===== config.mk =====
export PLATFORM = sky130hd
export DESIGN_NAME = parking_lot_controller_flat
export DESIGN_NICKNAME = d
export VERILOG_FILES = /design/src/rtl/parking_lot_controller_if.sv /design/src/rtl/parking_lot_controller.sv /design/src/flat_wrapper.sv
export SDC_FILE = /design/constraint.sdc
export NUM_CORES = 1
export LEC_CHECK = 0
export CAP_MARGIN = 5
export CORE_MARGIN = 2
export CORE_UTILIZATION = 31
export CTS_BUF_LIST = sky130_fd_sc_hd__clkbuf_4
export CTS_CLUSTER_SIZE = 12
export DETAILED_ROUTE_END_ITERATION = 16
export HOLD_SLACK_MARGIN = 0.12
export SKIP_CTS_REPAIR_TIMING = 1
export SLEW_MARGIN = 30
export SYNTH_ARGS = -nofsm -noshare
export SYNTH_HDL_FRONTEND = slang
export SYNTH_SLANG_ARGS = --single-unit
export TNS_END_PERCENT = 1

===== constraint.sdc =====
create_clock -name clk -period 3.79 [get_ports clk]
set_clock_uncertainty 0.05 [all_clocks]
set_input_delay 0.5685 -clock clk [delete_from_list [all_inputs] [get_ports clk]]
set_output_delay 0.5685 -clock clk [all_outputs]
set_load 0.02 [all_outputs]

===== src/rtl/parking_lot_controller_if.sv =====
// Gate sensor / readout bundle for the parking lot controller.
// The master side is the sensors and host; the slave side is the controller.
interface parking_lot_controller_if;
  logic        enter_req;
  logic        enter_done;
  logic        exit_req;
  logic        exit_done;
  logic        hour_tick;
  logic [2:0]  rd_addr;
  logic        enter_open;
  logic        exit_open;
  logic        full;
  logic [7:0]  occupancy;
  logic [2:0]  hour;
  logic        day_end;
  logic [15:0] car_in;
  logic [15:0] rd_data;

  modport master (
    output enter_req, enter_done, exit_req, exit_done, hour_tick, rd_addr,
    input  enter_open, exit_open, full, occupancy, hour, day_end, car_in, rd_data
  );

  modport slave (
    input  enter_req, enter_done, exit_req, exit_done, hour_tick, rd_addr,
    output enter_open, exit_open, full, occupancy, hour, day_end, car_in, rd_data
  );
endinterface


===== src/rtl/parking_lot_controller.sv =====
// Entry/exit gate sequencing, occupancy tracking, and an 8-hour business day
// with per-hour entry counts readable by the host.
module parking_lot_controller #(
  parameter int CAPACITY = 3,
  parameter int TIMEOUT  = 50
) (
  input  logic                    clk,
  input  logic                    reset,
  parking_lot_controller_if.slave bus
);

  localparam int CW = (TIMEOUT > 2) ? $clog2(TIMEOUT) : 1;
  localparam logic [CW-1:0] T_LAST = CW'(TIMEOUT - 1);

  typedef enum logic [1:0] {E_IDLE, E_OPEN, E_CLOSE} entry_state_t;
  typedef enum logic [1:0] {X_IDLE, X_OPEN, X_CLOSE} exit_state_t;

  entry_state_t e_state, e_next;
  exit_state_t  x_state, x_next;
  logic [CW-1:0] e_cnt, x_cnt;
  logic [7:0]    occupancy_q;
  logic [15:0]   car_in_q;
  logic [15:0]   rd_data_q;
  logic [15:0]   hour_cnt [8];
  logic [2:0]    hour_q;
  logic          day_end_q;
  logic          full_w;
  logic          enter_acc;
  logic          exit_acc;

  assign full_w    = (occupancy_q == 8'(CAPACITY));
  assign enter_acc = (e_state == E_OPEN) && bus.enter_done;
  assign exit_acc  = (x_state == X_OPEN) && bus.exit_done;

  always_ff @(posedge clk) begin
    if (reset) begin
      e_state <= E_IDLE;
      x_state <= X_IDLE;
    end else begin
      e_state <= e_next;
      x_state <= x_next;
    end
  end

  always_comb begin
    e_next = e_state;
    x_next = x_state;
    case (e_state)
      E_IDLE:  if (bus.enter_req && !full_w && !day_end_q) e_next = E_OPEN;
      E_OPEN:  if (bus.enter_done || e_cnt == T_LAST) e_next = E_CLOSE;
      E_CLOSE: e_next = E_IDLE;
      default: e_next = E_IDLE;
    endcase
    case (x_state)
      X_IDLE:  if (bus.exit_req && occupancy_q != 8'd0) x_next = X_OPEN;
      X_OPEN:  if (bus.exit_done || x_cnt == T_LAST) x_next = X_CLOSE;
      X_CLOSE: x_next = X_IDLE;
      default: x_next = X_IDLE;
    endcase
  end

  // Open timers count cycles spent in OPEN; they sit at zero in every other state.
  always_ff @(posedge clk) begin
    if (reset || e_state != E_OPEN) e_cnt <= '0;
    else                            e_cnt <= e_cnt + 1'b1;
    if (reset || x_state != X_OPEN) x_cnt <= '0;
    else                            x_cnt <= x_cnt + 1'b1;
  end

  always_ff @(posedge clk) begin
    if (reset) begin
      occupancy_q <= 8'd0;
      car_in_q    <= 16'd0;
      rd_data_q   <= 16'd0;
      hour_q      <= 3'd0;
      day_end_q   <= 1'b0;
      for (int i = 0; i < 8; i++) hour_cnt[i] <= 16'd0;
    end else begin
      case ({enter_acc, exit_acc})
        2'b10:   occupancy_q <= occupancy_q + 8'd1;
        2'b01:   occupancy_q <= occupancy_q - 8'd1;
        default: occupancy_q <= occupancy_q;
      endcase
      // Entries are credited to the hour held before any tick on this edge.
      if (enter_acc && car_in_q != 16'hFFFF) car_in_q <= car_in_q + 16'd1;
      if (enter_acc && hour_cnt[hour_q] != 16'hFFFF)
        hour_cnt[hour_q] <= hour_cnt[hour_q] + 16'd1;
      rd_data_q <= hour_cnt[bus.rd_addr];
      if (bus.hour_tick && !day_end_q) begin
        if (hour_q == 3'd7) day_end_q <= 1'b1;
        else                hour_q    <= hour_q + 3'd1;
      end
    end
  end

  assign bus.enter_open = (e_state == E_OPEN);
  assign bus.exit_open  = (x_state == X_OPEN);
  assign bus.full       = full_w;
  assign bus.occupancy  = occupancy_q;
  assign bus.hour       = hour_q;
  assign bus.day_end    = day_end_q;
  assign bus.car_in     = car_in_q;
  assign bus.rd_data    = rd_data_q;

endmodule


===== src/flat_wrapper.sv =====
// flat-port wrapper written by rule: the top's interface ports become plain ports
module parking_lot_controller_flat 
#(
  parameter int CAPACITY = 3,
  parameter int TIMEOUT  = 50
)
  (clk, reset, bus_enter_req, bus_enter_done, bus_exit_req, bus_exit_done, bus_hour_tick, bus_rd_addr, bus_enter_open, bus_exit_open, bus_full, bus_occupancy, bus_hour, bus_day_end, bus_car_in, bus_rd_data);
  parking_lot_controller_if bus_i ();
  input  logic clk;
  input  logic reset;
  input wire logic [$bits(bus_i.enter_req)-1:0] bus_enter_req;
  input wire logic [$bits(bus_i.enter_done)-1:0] bus_enter_done;
  input wire logic [$bits(bus_i.exit_req)-1:0] bus_exit_req;
  input wire logic [$bits(bus_i.exit_done)-1:0] bus_exit_done;
  input wire logic [$bits(bus_i.hour_tick)-1:0] bus_hour_tick;
  input wire logic [$bits(bus_i.rd_addr)-1:0] bus_rd_addr;
  output wire logic [$bits(bus_i.enter_open)-1:0] bus_enter_open;
  output wire logic [$bits(bus_i.exit_open)-1:0] bus_exit_open;
  output wire logic [$bits(bus_i.full)-1:0] bus_full;
  output wire logic [$bits(bus_i.occupancy)-1:0] bus_occupancy;
  output wire logic [$bits(bus_i.hour)-1:0] bus_hour;
  output wire logic [$bits(bus_i.day_end)-1:0] bus_day_end;
  output wire logic [$bits(bus_i.car_in)-1:0] bus_car_in;
  output wire logic [$bits(bus_i.rd_data)-1:0] bus_rd_data;
  assign bus_i.enter_req = bus_enter_req;
  assign bus_i.enter_done = bus_enter_done;
  assign bus_i.exit_req = bus_exit_req;
  assign bus_i.exit_done = bus_exit_done;
  assign bus_i.hour_tick = bus_hour_tick;
  assign bus_i.rd_addr = bus_rd_addr;
  assign bus_enter_open = bus_i.enter_open;
  assign bus_exit_open = bus_i.exit_open;
  assign bus_full = bus_i.full;
  assign bus_occupancy = bus_i.occupancy;
  assign bus_hour = bus_i.hour;
  assign bus_day_end = bus_i.day_end;
  assign bus_car_in = bus_i.car_in;
  assign bus_rd_data = bus_i.rd_data;
  parking_lot_controller #(.CAPACITY(CAPACITY), .TIMEOUT(TIMEOUT)) u_core (.clk(clk), .reset(reset), .bus(bus_i));
endmodule

==> flow_metrics.tcl, run 1 <==
set metrics [dict create \
    drt_pre_antenna_iters 7 \
    initialDrtViolationCount 363 \
    fp.dieW_um 180 \
    viasPerCell 5.07 \
    leakage_nw 3.74 \
    finalSetupTns_ns 0 \
    port_buffers 56 \
    maxCapViolations 0 \
    h-tree-depth 4 \
    synthToLayoutAreaGrowth_pct 14.0 \
    critPathBufInv 3 \
    crit_arrival_ns 3.69 \
    finalHoldViolations 0 \
    r2r_setup_slack_ns 0.38 \
    dp_cells 1192 \
    cts_buffers 17 \
    io-pin-count 57 \
    fp.coreArea_mm2 0.0304 \
    endpoint_kind "flip-flop" \
    critPathLaunchType "flip-flop" \
    crit_type "reg2reg" \
    synth_nets 767 \
    min_path_type "in2reg" \
    clk_latency_ns 0.62 \
    slew_violations 0 \
    ys.flop_type "edfxtp_1" \
    cp_max_fo 20 \
    path_cells "buf_4 > mux4_2 > nand3_1 > o32ai_4 > nand3_2 > or3_1 > buf_4 > nand4b_4 > buf_4 > nor2_1" \
    synth_area_mm2 0.00955 \
    tightest_slew_ns 0.857 \
    clockBufferDepth 2 \
    grt_util_all_layers_pct 15.1 \
    fmax_ghz 0.293 \
    fin_crit_sh_pct 90.0 \
    ir_worst_vdd_mv 0.192 \
    yosysSeqAreaShare_pct 53.5 \
    rsz0062_at_grt "false" \
    root_buffer "clkbuf_4" \
    start_util_pct 31.4 \
    critical-path-top-delay-family "simple AND/OR/NAND/NOR gates" \
    synth_area_per_cell_um2 12.8 \
    cts_sinks 191 \
    finalSetupViolCount 0 \
    period_minus_slack_ns 3.41 \
    whs_ns 0.296 \
    wl_per_cell_um 19.3 \
    ys_types 63 \
    tritoncts "yes" \
    synth_edf_count 128 \
    stdcell_count 1225 \
    final_common_cell "nor2_1" \
    relSlewSlack_pct 42.4 \
    crit_slowest_cell "dfxtp_1" \
    critPathRequiredTime_ns 4.07 \
    synth_cells 746 \
    drc 0 \
    grt_pass1_wl_um 37700 \
    dieArea_mm2 0.0322 \
    mostFrequentLayoutCells "204 x nor2_1, 128 x edfxtp_1, 64 x mux4_2" \
    final_antenna_net_count 0 \
    wl_um 23700 \
    grt_start_max_net_pins 42 \
    vias 6210 \
    clk_pin_slew_ns 0.18 \
    finalWeightedCongestion 0.780 \
    p_per_area_mw_per_mm2 368 \
    slowest_delay_ns 0.50 \
    fin_nets 836 \
    dp_hpwl_um 15600 \
    async_flop_share_pct 0 \
    drive_gt1_share_pct 20.2 \
    grt_pass1_vias 6488 \
    die_h_um 180 \
    fillerInstances 3007 \
    overflow 0 \
    synth-seq-cells 191 \
    cp_common_cell "buf_4" \
    yosys_warnings 0 \
    status "finished, final reports clean" \
    grt_antenna_before_repair 2 \
    rows 64 \
]
-- cell families (layout without fill, tap and decap cells) --
logic type               Yosys count  after routing  share of synthesized area (%)
buffers and inverters             53            135                           3.24
adder cells (fa/ha/maj)           11             11                           1.44
other                              0              1                              0
AND/OR/NAND/NOR                  315            315                           15.8
AO/OA/AOI/OAI                     36             36                           2.86
XOR/XNOR                          42             42                           4.09
flip-flops                       191            191                           53.5
multiplexers                      98             98                           19.1
-- worst register-to-register path, cell delays in order, from the launching register on --
cell	delay [ns]
dfxtp_1	0.50
buf_4	0.39
mux4_2	0.33
nand3_1	0.15
o32ai_4	0.35
nand3_2	0.22
or3_1	0.43
buf_4	0.22
nand4b_4	0.12
buf_4	0.30
nor2_1	0.09
-- metal layers --
metal  part of all wire (%)  vias up  global-route usage [%]
li1                       -     2875                       -
met1                     42     3143                    19.0
met2                     52      169                    26.3
met3                    5.1       23                    3.00
met4                    1.4        0                    4.29
met5                      0        -                       0
-- final timing paths --
| kind | startpoint | to | cells past startpoint |
|---|---|---|---|
| setup / recovery | flip-flop | u_core.hour_cnt[4][14]$_SDFFCE_PN0P_ | 10 |
| hold / removal | reset | u_core.bus.hour[0]$_SDFFE_PP0P_ | 2 |
| setup reg to reg | flip-flop | u_core.hour_cnt[4][14]$_SDFFCE_PN0P_ | 10 |
| hold reg to reg | u_core.x_state[1]$_SDFFE_PP0P_ | u_core.x_state[0]$_SDFFE_PP0P_ | 1 |
-- power by group --
part	internal (mW)	switching, mW
Sequential	2.29	0.0548
Combinational	0.244	0.320
Clock	0.304	0.798
Total	2.84	1.17
-- state kept, by name, indices dropped and copies added, names as in the netlist, named ones only --
signal and cells:
u_core.x_cnt 6, u_core.bus.day_end 1, u_core.e_cnt 6, u_core.hour_cnt 128, u_core.x_state 2, u_core.bus.car_in 16
u_core.bus.rd_data 16, u_core.bus.hour 3, u_core.e_state 2, u_core.bus.occupancy 8
-- cell usage after synthesis, types with 5 or more instances --
master / number / area share, %
buf_6: 9 / 1.1
nor3_1: 6 / 0.31
ha_1: 11 / 1.4
a21oi_1: 11 / 0.58
and3_1: 5 / 0.33
buf_1: 6 / 0.24
mux4_2: 64 / 15
edfxtp_1: 128 / 40
mux2i_2: 5 / 0.72
nor2_1: 204 / 8.0
nor3b_1: 6 / 0.47
o21ai_0: 7 / 0.37
inv_1: 11 / 0.43
a31oi_1: 5 / 0.33
clkbuf_1: 16 / 0.63
nand3_1: 21 / 1.1
nand2b_1: 10 / 0.66
nand2_1: 23 / 0.90
xnor2_1: 18 / 1.7
xor2_1: 21 / 1.9
mux2i_1: 24 / 2.5
or3_1: 5 / 0.33
dfxtp_1: 63 / 13
-- layout make-up --
type                    count  area [um^2]  share of cell area [%]
repair buffers             91          826                    7.58
clock buffers              18          135                    1.24
multi-input cells         502         4130                    38.0
well taps                 396          495                    4.55
inverters                  12         45.0                   0.414
flip-flops and latches    191         5110                    46.9
clock inverters            14          145                    1.33
diodes                      1         2.50                  0.0230
-- per-stage QoR --
step / worst slack, ns / util, % / power [mW] / instance area (um^2)
floorplan: 0.202 / - / 2.77 / 9550
global route: 0.206 / 35.8 / 4.18 / 10900
global placement: 0.383 / 34.9 / 2.96 / 10600
finish: 0.381 / 35.8 / 4.01 / 10900
CTS: 0.351 / 35.8 / 4.05 / 10900
detailed placement: 0.295 / 34.9 / 2.96 / 10600
No activity file was read; power rests on OpenSTA's default activity.
==> inputs of run 2 (changes only) <==
--- a/config.mk
+++ b/config.mk
@@ -7,11 +7,13 @@
 export LEC_CHECK = 0
 export CAP_MARGIN = 5
 export CORE_MARGIN = 2
-export CORE_UTILIZATION = 31
+export CORE_UTILIZATION = 45
 export CTS_BUF_LIST = sky130_fd_sc_hd__clkbuf_4
 export CTS_CLUSTER_SIZE = 12
 export DETAILED_ROUTE_END_ITERATION = 16
 export HOLD_SLACK_MARGIN = 0.12
+export PLACE_DENSITY = 0.66
+export RECOVER_POWER = 25
 export SKIP_CTS_REPAIR_TIMING = 1
 export SLEW_MARGIN = 30
 export SYNTH_ARGS = -nofsm -noshare
==> run 2 against run 1 <==
Net effect:
- flip-flop and latch count unchanged
- worst setup slack got worse by 0.043 ns
- clock power decreased by 5%
- the run now ends with capacitance limit, slew limit left
- routed wire length decreased by 0.33%
- non-clock buffer count increased by 7
==> flow_metrics.tcl, run 2 (synthesis results as in run 1) <==
set metrics [dict create \
    status "complete, but fails checks" \
    violations "capacitance limit, slew limit" \
    mostFrequentLayoutCells "204 x nor2_1, 128 x edfxtp_1, 64 x mux4_2" \
    cts_buffers 17 \
    clockPowerShare_pct 26.3 \
    fillerInstances 1831 \
    cp_max_fo 22 \
    fin_nets 843 \
    fin_crit_sh_pct 91.1 \
    clk_pin_slew_ns 0.15 \
    slew_violations 70 \
    critPathRequiredTime_ns 4.08 \
    grt_pass1_vias 6675 \
    synthToLayoutAreaGrowth_pct 12.7 \
    drc 0 \
    p_sw_share_pct 27.6 \
    final_common_cell "nor2_1" \
    port_buffers 56 \
    dp_hpwl_um 16200 \
    grt_pass1_wl_um 36900 \
    largest_reg_flops 128 \
    min_from "u_core.e_state[1]$_SDFFE_PP0P_" \
    finalHoldViolations 0 \
    final_cell_area_mm2 0.0108 \
    overflow 0 \
    fp.coreArea_mm2 0.0210 \
    critPathLaunchType "flip-flop" \
    hold_depth 1 \
    vias 6449 \
    ff2ff_path_depth 7 \
    drt_pre_antenna_iters 5 \
    regMostFlops "u_core.hour_cnt" \
    fp.dieW_um 150 \
    h-tree-depth 4 \
    tritoncts "yes" \
    initialDrtViolationCount 692 \
    dieArea_mm2 0.0224 \
    p_sw_mw 1.09 \
    leakage_nw 3.87 \
    viasPerCell 5.80 \
    ir_worst_vdd_mv 0.187 \
    whs_ns 0.380 \
    grt_antenna_before_repair 1 \
    p_seq_share_pct 59.3 \
    cell_internal_pwr_mw 2.87 \
    comb_power_share_pct 14.4 \
    clk_latency_ns 0.60 \
    grt_start_max_net_pins 37 \
    finalSetupTns_ns 0 \
    crit_type "reg2reg" \
    wl_per_cell_um 21.2 \
    power_mw 3.96 \
    clockBufferDepth 2 \
    tightest_slew_ns 2.15 \
    cts_sinks 191 \
    r2r_setup_slack_ns 0.34 \
    endpoint_kind "flip-flop" \
    reg2reg_to "u_core.hour_cnt[5][9]$_SDFFCE_PN0P_" \
    min_path_type "reg2reg" \
    start_util_pct 45.6 \
    rows 53 \
    final_antenna_net_count 0 \
    fmax_ghz 0.290 \
    multi_input_area_mm2 0.00413 \
    placed_cell_area_mm2 0.0105 \
    final_util_pct 51.4 \
    crit_arrival_ns 3.74 \
    finalSetupViolCount 0 \
    p_per_area_mw_per_mm2 368 \
    whs_endpoint "u_core.e_state[0]$_SDFFE_PP0P_" \
    period_minus_slack_ns 3.45 \
    grt_util_all_layers_pct 22.0 \
    maxCapViolations 2 \
    rsz0062_at_grt "false" \
    finalWeightedCongestion 0.860 \
    register_area_mm2 0.00511 \
    relSlewSlack_pct -43.3 \
    wl_um 23600 \
    root_buffer "clkbuf_4" \
    die_h_um 150 \
    drive_gt1_share_pct 20.0 \
    io-pin-count 57 \
]
[run 2: changes by cell type in the layout (fill, tap and decap cells not counted), moves of 2 or more]
cell             previous run  this run
clkinv_1                    0         4
clkbuf_1                    0         3
clkinv_4                    3         1
clkdlybuf4s50_1            54        17
dlygate4sd3_1               0        37
buf_4                      34        38
inv_8                       4         0
clkinv_8                    2         0
[run 2: layout make-up]
type | count | area share, %
flip-flops and latches | 191 | 47.4
diodes | 1 | 0.0233
clock inverters | 14 | 1.06
inverters | 12 | 0.419
well taps | 275 | 3.20
multi-input cells | 502 | 38.4
clock buffers | 18 | 1.26
repair buffers | 98 | 8.20
[run 2: per-layer routing]
metal | up-vias | share of wire [%] | GRT usage, %
li1 | 2883 | - | -
met1 | 3251 | 41 | 28.5
met2 | 279 | 50 | 37.6
met3 | 36 | 6.5 | 4.02
met4 | 0 | 2.0 | 7.17
met5 | - | 0 | 0
[run 2: worst max-delay path, cell delays in order (launching register included)]
cell	delay [ns]
dfxtp_2	0.44
buf_4	0.43
mux4_2	0.62
and3_1	0.22
o2111ai_2	0.39
and3b_1	0.33
xor2_1	0.62
nor2_1	0.09
[run 2: how the worst max path moves through the flow]
stage,startpoint,end,slack [ns],depth (start not counted)
5_1_grt,flip-flop,u_core.hour_cnt[2][9]$_SDFFCE_PN0P_,0.1,7
6_report,flip-flop,u_core.hour_cnt[5][9]$_SDFFCE_PN0P_,0.34,7
3_5_place_dp,bus_enter_done,u_core.bus.occupancy[4]$_SDFFE_PP0P_,0.28,11
4_1_cts,flip-flop,u_core.hour_cnt[0][9]$_SDFFCE_PN0P_,0.34,7
3_3_place_gp,bus_enter_done,u_core.bus.occupancy[4]$_SDFFE_PP0P_,0.32,11
2_1_floorplan,flip-flop,u_core.hour_cnt[4][0]$_SDFFCE_PN0P_,0.20,14
[run 2: power by group through the flow]
stage | registers, mW | clock network, mW | logic, mW
6_report | 2.35 | 1.04 | 0.570
5_1_grt | 2.36 | 1.14 | 0.609
4_1_cts | 2.35 | 1.06 | 0.578
3_5_place_dp | 2.39 | 0 | 0.575
3_3_place_gp | 2.39 | 0 | 0.565
2_1_floorplan | 2.39 | 0 | 0.388
[run 2: metrics by stage]
step	setup WS [ns]	cells
floorplan	0.202	746
global placement	0.318	1078
detailed placement	0.279	1078
CTS	0.338	1110
global route	0.0970	1111
finish	0.338	1111
